File: src/rtl/distortion_pkg.sv
// Shared types, widths, reset constants and helpers for distortion_ctrl.
// Holds the FSM state enum, the gain step function and the symmetric clip.
package distortion_pkg;

  localparam int SMP_W          = 16;
  localparam int GAIN_W         = 8;
  localparam int PROD_W         = 24;
  localparam int THR_W          = 15;
  localparam int DIV_CYCLES_DEF = 24;

  localparam logic [GAIN_W-1:0] RST_NUM = 8'd1;
  localparam logic [GAIN_W-1:0] RST_DEN = 8'd1;
  localparam logic [THR_W-1:0]  RST_THR = 15'd32767;

  typedef enum logic [2:0] {
    ST_IDLE,
    ST_MUL_L,
    ST_DIV_L,
    ST_MUL_R,
    ST_DIV_R,
    ST_CLIP,
    ST_OUT
  } state_t;

  // Move the active gain one unit toward its target.
  function automatic logic [GAIN_W-1:0] step_toward(
    input logic [GAIN_W-1:0] a,
    input logic [GAIN_W-1:0] t
  );
    if (a < t) return a + 8'd1;
    else if (a > t) return a - 8'd1;
    return a;
  endfunction

  // q is full width, so saturation never sees a wrapped value.
  function automatic logic [SMP_W-1:0] clip_q(
    input logic signed [PROD_W:0] q,
    input logic [THR_W-1:0]       thr
  );
    logic signed [PROD_W:0] p;
    logic signed [PROD_W:0] n;
    p = $signed({10'd0, thr});
    n = -p;
    if (q > p) return p[SMP_W-1:0];
    else if (q < n) return n[SMP_W-1:0];
    return q[SMP_W-1:0];
  endfunction

endpackage

File: src/rtl/distortion_div.sv
// Serial restoring divider, unsigned 24/8, one quotient bit per cycle.
// Ports: i_start loads operands; o_done is high during the final iteration; o_quot valid after it.
module distortion_div
  import distortion_pkg::*;
#(
  parameter int DIV_CYCLES = DIV_CYCLES_DEF
) (
  input  logic              clk,
  input  logic              rst,
  input  logic              i_start,
  input  logic [PROD_W-1:0] i_dividend,
  input  logic [GAIN_W-1:0] i_divisor,
  output logic              o_done,
  output logic [PROD_W-1:0] o_quot
);

  localparam int CW = $clog2(DIV_CYCLES + 1);

  logic [PROD_W-1:0] r_quot;
  logic [GAIN_W-1:0] r_rem;
  logic [GAIN_W-1:0] r_den;
  logic [CW-1:0]     r_cnt;
  logic              r_busy;

  logic [GAIN_W:0]   w_trial;
  logic [GAIN_W:0]   w_sub;
  logic              w_ge;

  // Dividend bits shift out of the top of r_quot as quotient bits shift in.
  assign w_trial = {r_rem, r_quot[PROD_W-1]};
  assign w_sub   = w_trial - {1'b0, r_den};
  assign w_ge    = w_trial >= {1'b0, r_den};
  assign o_done  = r_busy && (r_cnt == CW'(DIV_CYCLES - 1));
  assign o_quot  = r_quot;

  always_ff @(posedge clk or posedge rst) begin
    if (rst) begin
      r_quot <= '0;
      r_rem  <= '0;
      r_den  <= '0;
      r_cnt  <= '0;
      r_busy <= 1'b0;
    end else if (i_start) begin
      r_quot <= i_dividend;
      r_rem  <= '0;
      r_den  <= i_divisor;
      r_cnt  <= '0;
      r_busy <= 1'b1;
    end else if (r_busy) begin
      r_rem  <= w_ge ? w_sub[GAIN_W-1:0] : w_trial[GAIN_W-1:0];
      r_quot <= {r_quot[PROD_W-2:0], w_ge};
      r_cnt  <= r_cnt + 1'b1;
      if (o_done) r_busy <= 1'b0;
    end
  end

endmodule

File: src/rtl/distortion_ctrl.sv
// Stereo gain (num/den) and symmetric clip with one shared multiplier and divider.
// Ports: in_valid/in_ready frame handshake, cfg_* targets, out_valid pulse, busy.
module distortion_ctrl
  import distortion_pkg::*;
#(
  parameter int DIV_CYCLES = DIV_CYCLES_DEF
) (
  input  logic                    clk,
  input  logic                    rst,
  input  logic                    in_valid,
  output logic                    in_ready,
  input  logic signed [SMP_W-1:0] left_in,
  input  logic signed [SMP_W-1:0] right_in,
  output logic                    out_valid,
  output logic signed [SMP_W-1:0] left_out,
  output logic signed [SMP_W-1:0] right_out,
  input  logic                    cfg_we,
  input  logic [GAIN_W-1:0]       cfg_gain_num,
  input  logic [GAIN_W-1:0]       cfg_gain_den,
  input  logic [THR_W-1:0]        cfg_thresh,
  output logic                    busy
);

  state_t                 r_state;
  logic signed [SMP_W-1:0] r_left;
  logic signed [SMP_W-1:0] r_right;
  logic [GAIN_W-1:0]      r_act_num;
  logic [GAIN_W-1:0]      r_act_den;
  logic [THR_W-1:0]       r_act_thr;
  logic [GAIN_W-1:0]      r_tgt_num;
  logic [GAIN_W-1:0]      r_tgt_den;
  logic [THR_W-1:0]       r_tgt_thr;
  logic signed [PROD_W-1:0] r_prod;
  logic signed [PROD_W:0] r_q_l;
  logic                   r_out_valid;
  logic [SMP_W-1:0]       r_left_out;
  logic [SMP_W-1:0]       r_right_out;

  logic signed [SMP_W-1:0]  w_smp;
  logic signed [PROD_W-1:0] w_smp_x;
  logic signed [PROD_W-1:0] w_num_x;
  logic signed [PROD_W-1:0] w_prod;
  logic [PROD_W-1:0]        w_mag;
  logic                     w_start;
  logic                     w_done;
  logic [PROD_W-1:0]        w_quot;
  logic signed [PROD_W:0]   w_quot_s;
  logic signed [PROD_W:0]   w_q;

  assign in_ready  = (r_state == ST_IDLE);
  assign busy      = !in_ready;
  assign out_valid = r_out_valid;
  assign left_out  = r_left_out;
  assign right_out = r_right_out;

  // One multiplier: right sample only while in MUL_R.
  assign w_smp   = (r_state == ST_MUL_R) ? r_right : r_left;
  assign w_smp_x = {{(PROD_W-SMP_W){w_smp[SMP_W-1]}}, w_smp};
  assign w_num_x = {{(PROD_W-GAIN_W){1'b0}}, r_act_num};
  assign w_prod  = w_smp_x * w_num_x;
  assign w_mag   = w_prod[PROD_W-1] ? -w_prod : w_prod;
  assign w_start = (r_state == ST_MUL_L) || (r_state == ST_MUL_R);

  distortion_div #(
    .DIV_CYCLES (DIV_CYCLES)
  ) u_div (
    .clk        (clk),
    .rst        (rst),
    .i_start    (w_start),
    .i_dividend (w_mag),
    .i_divisor  (r_act_den),
    .o_done     (w_done),
    .o_quot     (w_quot)
  );

  // r_prod still holds the channel whose quotient just finished.
  always_comb begin
    w_quot_s = $signed({1'b0, w_quot});
    if (r_prod[PROD_W-1]) w_quot_s = -w_quot_s;
    w_q = w_quot_s;
    if (r_act_den == 8'd0) w_q = {r_prod[PROD_W-1], r_prod};
  end

  always_ff @(posedge clk or posedge rst) begin
    if (rst) begin
      r_tgt_num <= RST_NUM;
      r_tgt_den <= RST_DEN;
      r_tgt_thr <= RST_THR;
    end else if (cfg_we) begin
      r_tgt_num <= cfg_gain_num;
      r_tgt_den <= cfg_gain_den;
      r_tgt_thr <= cfg_thresh;
    end
  end

  always_ff @(posedge clk or posedge rst) begin
    if (rst) begin
      r_state     <= ST_IDLE;
      r_left      <= '0;
      r_right     <= '0;
      r_act_num   <= RST_NUM;
      r_act_den   <= RST_DEN;
      r_act_thr   <= RST_THR;
      r_prod      <= '0;
      r_q_l       <= '0;
      r_out_valid <= 1'b0;
      r_left_out  <= '0;
      r_right_out <= '0;
    end else begin
      unique case (r_state)
        ST_IDLE: begin
          if (in_valid) begin
            r_left    <= left_in;
            r_right   <= right_in;
            r_act_num <= step_toward(r_act_num, r_tgt_num);
            r_act_den <= r_tgt_den;
            r_act_thr <= r_tgt_thr;
            r_state   <= ST_MUL_L;
          end
        end
        ST_MUL_L: begin
          r_prod  <= w_prod;
          r_state <= ST_DIV_L;
        end
        ST_DIV_L: begin
          if (w_done) r_state <= ST_MUL_R;
        end
        ST_MUL_R: begin
          r_q_l   <= w_q;
          r_prod  <= w_prod;
          r_state <= ST_DIV_R;
        end
        ST_DIV_R: begin
          if (w_done) r_state <= ST_CLIP;
        end
        ST_CLIP: begin
          r_left_out  <= clip_q(r_q_l, r_act_thr);
          r_right_out <= clip_q(w_q, r_act_thr);
          r_out_valid <= 1'b1;
          r_state     <= ST_OUT;
        end
        ST_OUT: begin
          r_out_valid <= 1'b0;
          r_state     <= ST_IDLE;
        end
        default: r_state <= ST_IDLE;
      endcase
    end
  end

endmodule

File: config.mk
export PLATFORM = sky130hd
export DESIGN_NAME = distortion_ctrl
export DESIGN_NICKNAME = d
export VERILOG_FILES = /design/src/rtl/distortion_pkg.sv /design/src/rtl/distortion_div.sv /design/src/rtl/distortion_ctrl.sv
export SDC_FILE = /design/constraint.sdc
export NUM_CORES = 1
export LEC_CHECK = 0
export ABC_AREA = 0
export BUFFER_PORTS_ARGS = -buffer_cell sky130_fd_sc_hd__buf_2
export CAP_MARGIN = 20
export CORE_MARGIN = 2
export CORE_UTILIZATION = 45
export CTS_CLUSTER_SIZE = 28
export DETAILED_ROUTE_END_ITERATION = 6
export PLACE_DENSITY_LB_ADDON = 0.25
export REMOVE_ABC_BUFFERS = 1
export SYNTH_ARGS = -nofsm -noshare
export SYNTH_HDL_FRONTEND = slang
export SYNTH_SLANG_ARGS = --single-unit
File: constraint.sdc
create_clock -name clk -period 21.7 [get_ports clk]
set_input_delay 4.34 -clock clk [delete_from_list [all_inputs] [get_ports clk]]
set_output_delay 4.34 -clock clk [all_outputs]
set_load 0.01 [all_outputs]
==> impl_metrics.json, run 1 <==
{
  "setup.worst_path.start": "r_state[2]",
  "skew_ns": 0.0134,
  "drcViolationCount": 0,
  "rows": 74,
  "worstHoldPathType": "register to register",
  "max-clock-path-buffers": 3,
  "clkTransAtPathRegs_ns": 0.06,
  "cts_resized": 0,
  "async_flop_share_pct": 100,
  "syn_area_per_cell_sq_um": 9.21,
  "max_slew_margin_pct": 26.2,
  "hold_viol_final": 0,
  "ys_seq_area_share_pct": 30.2,
  "crit_path_start_kind": "register",
  "worstSetupPathType": "register to register",
  "clkLatencyLatePin_ns": 0.56,
  "gp_congestion": 0.897,
  "root_buffer": "clkbuf_16",
  "status": "finished, final reports clean",
  "slowest_stage": "a2111oi_0",
  "routed_via_density": 5.52,
  "cts.sinks": 225,
  "tightest_slew_ns": 1.10,
  "grt_pass1_vias": 15000,
  "antenna_found_initial": 0,
  "final_common_cell": "nand2_1",
  "drtPass1Iterations": 6,
  "drive_gt1_share_pct": 16.0,
  "cp_max_fo": 45,
  "ys_ff_latch": 225,
  "maxSlewViolCount": 0,
  "fmax_ghz": 0.131,
  "final-setup-viol-count": 0,
  "postCtsSetupBuffers": 0,
  "hpwl_mm": 34.1,
  "crit_top_cell": "fa_1",
  "numCtsBuffers": 27,
  "cp.required_ns": 22.13,
  "area_growth_syn_to_layout_pct": 10.1,
  "grt_max_degree": 92,
  "antenna_cells": 0,
  "layout_common_cells": "nand2_1 (265), inv_1 (200), dfrtp_1 (190)",
  "grt_usage_pct": 21.3,
  "start_util_pct": 45.8,
  "ys.flop_type": "dfrtp_1",
  "htree_levels": 1,
  "crit_chain": "nand3b_1, buf_4, mux2i_1, nor2b_1, fa_1, fa_1, fa_1, inv_1, fa_1, inv_1, ha_1, and2_1, a221oi_1, a21oi_1, or4_1, a2111oi_0, nor3_2, buf_4, or3_1, o311ai_0, nor3_1",
  "yosys_warnings": 0,
  "drt-initial-drc-count": 900,
  "io_pins": 102,
  "syn_area_sq_mm": 0.0188,
  "syn_inst": 2039,
  "slowest_delay_ns": 0.68,
  "synth_edf_count": 0,
  "cts_tree": "built",
  "wirelength_mm": 45.5,
  "coreArea_sq_mm": 0.0410,
  "postRouteAntennaNets": 0,
  "grt_pass1_wl_mm": 76.7,
  "die_h_um": 208,
  "overflow": 0,
  "hp-start": "left_out[6]",
  "dieArea_sq_mm": 0.0434,
  "port_buffers": 101,
  "nets": 2418,
  "critPathArrivalTime_ns": 8.03,
  "vias": 14600,
  "critPathCaptureType": "register",
  "hold_buffers": 0,
  "timing.setup.tns_ns": 0,
  "rr_startpoint": "r_state[2]",
  "fin_crit_ns": 7.61,
  "maxCapViolations": 0,
  "ys_types": 75,
  "finalCritPeriodShare_pct": 35.0,
  "die_x_um": 208,
  "rsz0062_at_grt": "no",
  "wl_per_cell_um": 17.2
}
==> worst paths after layout <==
| check | end | slack, ns | depth (start not counted) |
|---|---|---|---|
| min | left_out[6] | 0.47 | 2 |
| max reg2reg | u_div.o_quot[22] | 14.09 | 21 |
| max | u_div.o_quot[22] | 14.09 | 21 |
| min in group asynchronous | left_out[0] | 3.90 | 2 |
| max in group asynchronous | u_div.r_busy | 15.59 | 4 |
| min reg2reg | left_out[6] | 0.47 | 2 |
==> flip-flops by register name (all words and copies together), names as in the netlist, 15 cells and up <==
name	count
r_left	16
u_div.o_quot	24
right_out	16
r_act_thr	15
r_q_l	25
r_right	16
r_prod	24
left_out	16
r_tgt_thr	15
==> per-stage QoR <==
stage          std cells  instance area [sq um]  hold WS (ns)  setup slack [ns]  utilization (%)
5_1_grt             2650                  20700         0.493             13.49             50.4
6_report            2650                  20700         0.472             14.09             50.4
3_3_place_gp        2601                  19800         0.456             14.37             48.2
4_1_cts             2650                  20700         0.478             14.16             50.4
2_1_floorplan       1948                  18400         0.446             11.25                -
3_5_place_dp        2601                  19800         0.465             14.17             48.2
==> critical path: cells and delay by family (launching register included) <==
kind | cells | cell delay, ns
AOI/OAI and AO/OA | 4 | 1.50
muxes | 1 | 0.62
buffers and inverters | 4 | 0.91
adders and majority gates | 5 | 2.32
DFF | 1 | 0.52
and+or+nand+nor | 7 | 1.59
==> layer usage <==
metal	part of all wire, %	routed length [um]	vias to the layer above	global-route usage [%]
li1	-	-	7120	-
met4	2.7	1240	0	5.95
met3	3.8	1720	82	2.26
met2	49	22400	279	37.5
met5	0	0	-	0
met1	44	20100	7136	27.9
==> synth_stat cells (all sizes together) (43+ instances only) <==
| master | number | area, sq um |
|---|---|---|
| a21oi | 83 | 438 |
| and2 | 77 | 482 |
| clkbuf | 81 | 304 |
| dfrtp | 191 | 4780 |
| fa | 102 | 2040 |
| ha | 151 | 1890 |
| inv | 202 | 758 |
| mux2 | 107 | 1200 |
| nand2 | 266 | 998 |
| nor2 | 95 | 364 |
| nor2b | 43 | 269 |
| o21ai | 124 | 621 |
| xnor2 | 61 | 534 |
==> logic make-up after synthesis <==
group	count (synthesis)	synth area share (%)
buf+inv	295	5.97
compound gates	408	14.2
mux	137	8.02
xor+xnor	98	4.57
simple gates	623	16.1
flops	225	30.2
fa+ha+maj	253	20.9
==> layout make-up <==
type,instances,area (sq um)
clock buffers,41,798
clock inverters,8,97.6
fillers,3851,20300
inverters,204,773
multi-input cells,1519,12000
flip-flops and latches,225,5670
well taps,532,666
repair buffers,121,656
Power of run 1 is left out: the tool's default activity adds up to more than one toggle a clock period on the data nets, which glitch-free logic cannot reach.
==> inputs of run 2 (changes only) <==
clock period = 6.67 ns   (was 21.7 ns; I/O delays follow)
==> run 2 against run 1 <==
Routed wire length decreased by 0.48%. Cell count increased by 1.1%. Clock skew rose by 0.010 ns. Global-route usage is 0.18 points lower. Core utilization grew 0.65 points. Register-to-register slack worse by 14 ns. Sequential share of layout area shrank 0.35 points.
==> impl_metrics.json, run 2 (same netlist as run 1, synthesis figures left out) <==
{
  "status": "finished, final reports clean",
  "critPathArrivalTime_ns": 6.76,
  "rr_startpoint": "r_state[2]",
  "hold_buffers": 0,
  "rrSetupSlack_ns": 0.30,
  "cp.required_ns": 7.07,
  "start_util_pct": 45.8,
  "timing.rr.end": "u_div.o_quot[19]",
  "cts.sinks": 225,
  "layout_common_cells": "nand2_1 (265), inv_1 (200), dfrtp_1 (190)",
  "nFillCells": 3831,
  "ff2ff_path_depth": 23,
  "gp_congestion": 0.895,
  "max-clock-path-buffers": 3,
  "fin_crit_ns": 6.37,
  "wirelength_mm": 45.2,
  "cp_max_fo": 16,
  "setup.worst_path.start": "r_state[2]",
  "io_pins": 102,
  "drcViolationCount": 0,
  "die_x_um": 208,
  "routed_via_density": 5.48,
  "coreArea_sq_mm": 0.0410,
  "final_cell_count_no_fill": 2678,
  "hold_viol_final": 0,
  "drive_gt1_share_pct": 17.3,
  "area_growth_syn_to_layout_pct": 11.6,
  "htree_levels": 1,
  "worstSetupPathType": "register to register",
  "drtPass1Iterations": 5,
  "maxSlewViolCount": 0,
  "die_h_um": 208,
  "whs_endpoint": "left_out[11]",
  "critPathCaptureType": "register",
  "antenna_found_initial": 0,
  "vias": 14700,
  "grt_usage_pct": 21.1,
  "nets": 2444,
  "final-setup-viol-count": 0,
  "worst_hold_slack_ns": 0.473,
  "overflow": 0,
  "place_inst": 2625,
  "numCtsBuffers": 28,
  "crit_path_start_kind": "register",
  "hpwl_mm": 34.6,
  "skew_ns": 0.0233,
  "cts_resized": 0,
  "worstHoldPathType": "register to register",
  "wl_per_cell_um": 16.9,
  "antenna_cells": 0,
  "postRouteAntennaNets": 0,
  "hp-start": "left_out[11]",
  "clkTransAtPathRegs_ns": 0.06,
  "grt_pass1_vias": 15000,
  "port_buffers": 101,
  "timing.setup.tns_ns": 0,
  "tightest_slew_ns": 1.12,
  "cts_tree": "built",
  "top_register": "r_q_l",
  "fmax_ghz": 0.157,
  "largest_reg_flops": 25,
  "drt-initial-drc-count": 757,
  "holdPathStages": 2,
  "finalCritPeriodShare_pct": 95.5,
  "postCtsSetupBuffers": 0,
  "rows": 74,
  "clkLatencyLatePin_ns": 0.56,
  "grt_max_degree": 121,
  "dieArea_sq_mm": 0.0434,
  "root_buffer": "clkbuf_16",
  "maxCapViolations": 0,
  "grt_pass1_wl_mm": 76.3,
  "place_ws_ns": 0.114,
  "max_slew_margin_pct": 24.9,
  "worst_slack_ns": 0.302,
  "final_common_cell": "nand2_1"
}
==> run 2: metrics by stage <==
stage | utilization [%] | cell area [sq um]
after floorplan | - | 18400
after global placement | 48.7 | 20000
after detailed placement | 48.7 | 20000
after CTS | 51.0 | 20900
after global routing | 51.1 | 20900
final | 51.1 | 20900
==> run 2: critical path: stages (launching register included) <==
cell and delay [ns]:
dfrtp_1 0.38, nand3b_1 0.27, buf_12 0.22, mux2_2 0.30
nand2_1 0.10, fa_1 0.51, fa_1 0.50, inv_1 0.06
fa_1 0.52, inv_1 0.05, fa_1 0.52, inv_1 0.04
ha_1 0.34, and2_1 0.21, a221oi_2 0.29, a21oi_1 0.17
or4_1 0.60, a2111oi_2 0.32, buf_4 0.18, nor3_4 0.06
buf_4 0.20, o31ai_1 0.07, xor2_1 0.19, a21oi_1 0.08
==> run 2: how the worst max path moves through the flow <==
stage	to	slack, ns
2_1_floorplan	u_div.o_quot[17]	-1.65
3_3_place_gp	u_div.o_quot[7]	0.21
3_5_place_dp	u_div.o_quot[7]	0.11
4_1_cts	u_div.o_quot[7]	0.08
5_1_grt	u_div.o_quot[7]	-0.006
6_report	u_div.o_quot[19]	0.30
==> run 2: layer usage <==
layer | global-route usage (%) | share of wire, % | vias to the layer above
met2 | 37.7 | 49 | 271
li1 | - | - | 7180
met3 | 2.19 | 2.8 | 75
met4 | 5.63 | 2.6 | 0
met5 | 0 | 0 | -
met1 | 27.3 | 45 | 7149
==> run 2: cell type report <==
cell class                      count  area, sq um  share of cell area [%]
Multi-Input combinational cell   1519        12000                    57.5
Sequential cell                   225         5670                    27.1
Timing Repair Buffer              146          857                    4.09
Clock buffer                       40          806                    3.85
Inverter                          204          773                    3.69
Tap cell                          532          666                    3.18
Clock inverter                     12          129                   0.615
Power of run 2 is left out for the same reason.
==> inputs of run 3 (changes only) <==
CORE_MARGIN = not set   (was 2)
==> run 3 against run 2 <==
The run now ends with DRC left. Flip-flop and latch count unchanged. Via count increased by 0.46%. Clock skew decreased by 0.010 ns. Maximum frequency increased by 0.69%. Non-clock buffer count increased by 1. Routed wire length decreased by 0.27%. Register-to-register slack improved by 0.04 ns.
==> impl_metrics.json, run 3 (same netlist as run 1, synthesis figures left out) <==
{
  "highest_layer": "met4",
  "largest_reg_flops": 25,
  "root_buffer": "clkbuf_16",
  "ff2ff_path_depth": 21,
  "wl_met3_mm": 1.41,
  "violations": "DRC",
  "cts_tree": "built",
  "worstHoldPathType": "register to register",
  "drt-met1-wl_mm": 20.6,
  "grt_usage_pct": 22.0,
  "cp_max_fo": 16,
  "max_slew_margin_pct": 34.4,
  "drt-initial-drc-count": 733,
  "worstSetupEndpoint": "u_div.o_quot[23]",
  "grt_pass1_vias": 14900,
  "tightest_slew_ns": 0.975,
  "antenna_cells": 0,
  "hpwl_mm": 34.3,
  "skew_ns": 0.0132,
  "overflow": 0,
  "rr_startpoint": "r_state[2]",
  "final_cell_count_no_fill": 2677,
  "rows": 74,
  "layout_common_cells": "nand2_1 (265), inv_1 (200), dfrtp_1 (190)",
  "hold_viol_final": 0,
  "clkTransAtPathRegs_ns": 0.06,
  "final-setup-viol-count": 0,
  "grt_pass1_wl_mm": 75.7,
  "fin_crit_ns": 6.32,
  "maxCapViolations": 0,
  "hp-start": "left_out[14]",
  "coreArea_sq_mm": 0.0410,
  "wl_met2_mm": 22.0,
  "numCtsBuffers": 27,
  "start_util_pct": 45.8,
  "grt_max_degree": 107,
  "fmax_ghz": 0.158,
  "routed_via_density": 5.51,
  "postRouteAntennaNets": 0,
  "htree_levels": 1,
  "crit_path_start_kind": "register",
  "wl_per_cell_um": 16.9,
  "finalCritPeriodShare_pct": 94.8,
  "rrSetupSlack_ns": 0.35,
  "drive_gt1_share_pct": 17.2,
  "setup.worst_path.start": "r_state[2]",
  "final_common_cell": "nand2_1",
  "top_register": "r_q_l",
  "timing.rr.end": "u_div.o_quot[23]",
  "cts.sinks": 225,
  "drtPass1Iterations": 7,
  "wirelength_mm": 45.1,
  "worstSetupPathType": "register to register",
  "drcViolationCount": 15,
  "area_growth_syn_to_layout_pct": 11.7,
  "critPathArrivalTime_ns": 6.79,
  "antenna_found_initial": 0,
  "die_x_um": 206,
  "max-clock-path-buffers": 3,
  "status": "finished with violations",
  "postCtsSetupBuffers": 0,
  "vias": 14700,
  "die_h_um": 206,
  "gp_congestion": 0.892,
  "place_inst": 2627,
  "maxSlewViolCount": 0,
  "clkLatencyLatePin_ns": 0.56,
  "io_pins": 102,
  "nets": 2444,
  "nFillCells": 3837,
  "timing.setup.tns_ns": 0,
  "critPathCaptureType": "register",
  "rsz0062_at_grt": "no",
  "dieArea_sq_mm": 0.0425,
  "port_buffers": 101,
  "cp.required_ns": 7.14
}
[run 3: layout make-up]
| cell class | count | area [sq um] | share of cell area, % |
|---|---|---|---|
| Clock buffer | 42 | 802 | 3.82 |
| Timing Repair Buffer | 147 | 867 | 4.13 |
| Clock inverter | 8 | 148 | 0.704 |
| Tap cell | 532 | 666 | 3.17 |
| Sequential cell | 225 | 5670 | 27.1 |
| Multi-Input combinational cell | 1519 | 12000 | 57.4 |
| Inverter | 204 | 773 | 3.69 |
[run 3: timing repair]
action | in CTS | in global routing
gates resized for setup | 0 | 8
setup endpoints to repair | 0 | 22
hold buffers | 0 | 0
[run 3: critical path, stage by stage (launching register included)]
cell,delay [ns]
dfrtp_1,0.37
nand3b_1,0.22
buf_12,0.20
mux2_2,0.32
nand2_1,0.10
fa_1,0.56
inv_1,0.05
fa_1,0.47
fa_1,0.49
inv_1,0.05
fa_1,0.53
inv_1,0.04
ha_1,0.34
and2_1,0.20
a221oi_2,0.31
buf_4,0.18
a21oi_1,0.06
or3_1,0.32
a221oi_1,0.34
nand3_1,0.28
or4_1,0.56
o31ai_1,0.22
[run 3: stage by stage]
step	hold slack, ns	utilization [%]	area (sq um)	setup WS (ns)
after floorplan	0.446	-	18400	-1.65
after global placement	0.456	48.7	20000	0.241
after detailed placement	0.465	48.7	20000	0.139
after CTS	0.479	51.0	20900	0.0948
after global routing	0.495	51.1	21000	0.00632
final	0.472	51.1	21000	0.345
[run 3: worst min-delay path by stage]
stage,depth (start not counted),to
finish,2,left_out[14]
global route,2,r_prod[9]
CTS,2,left_out[14]
detailed placement,2,left_out[14]
global placement,2,left_out[6]
floorplan,2,r_prod[3]
[run 3: per-layer routing]
metal | vias up | track usage (%)
li1 | 7159 | -
met1 | 7233 | 28.7
met2 | 284 | 38.7
met3 | 67 | 2.08
met4 | 0 | 5.83
met5 | - | 0
Power of run 3 is left out for the same reason.
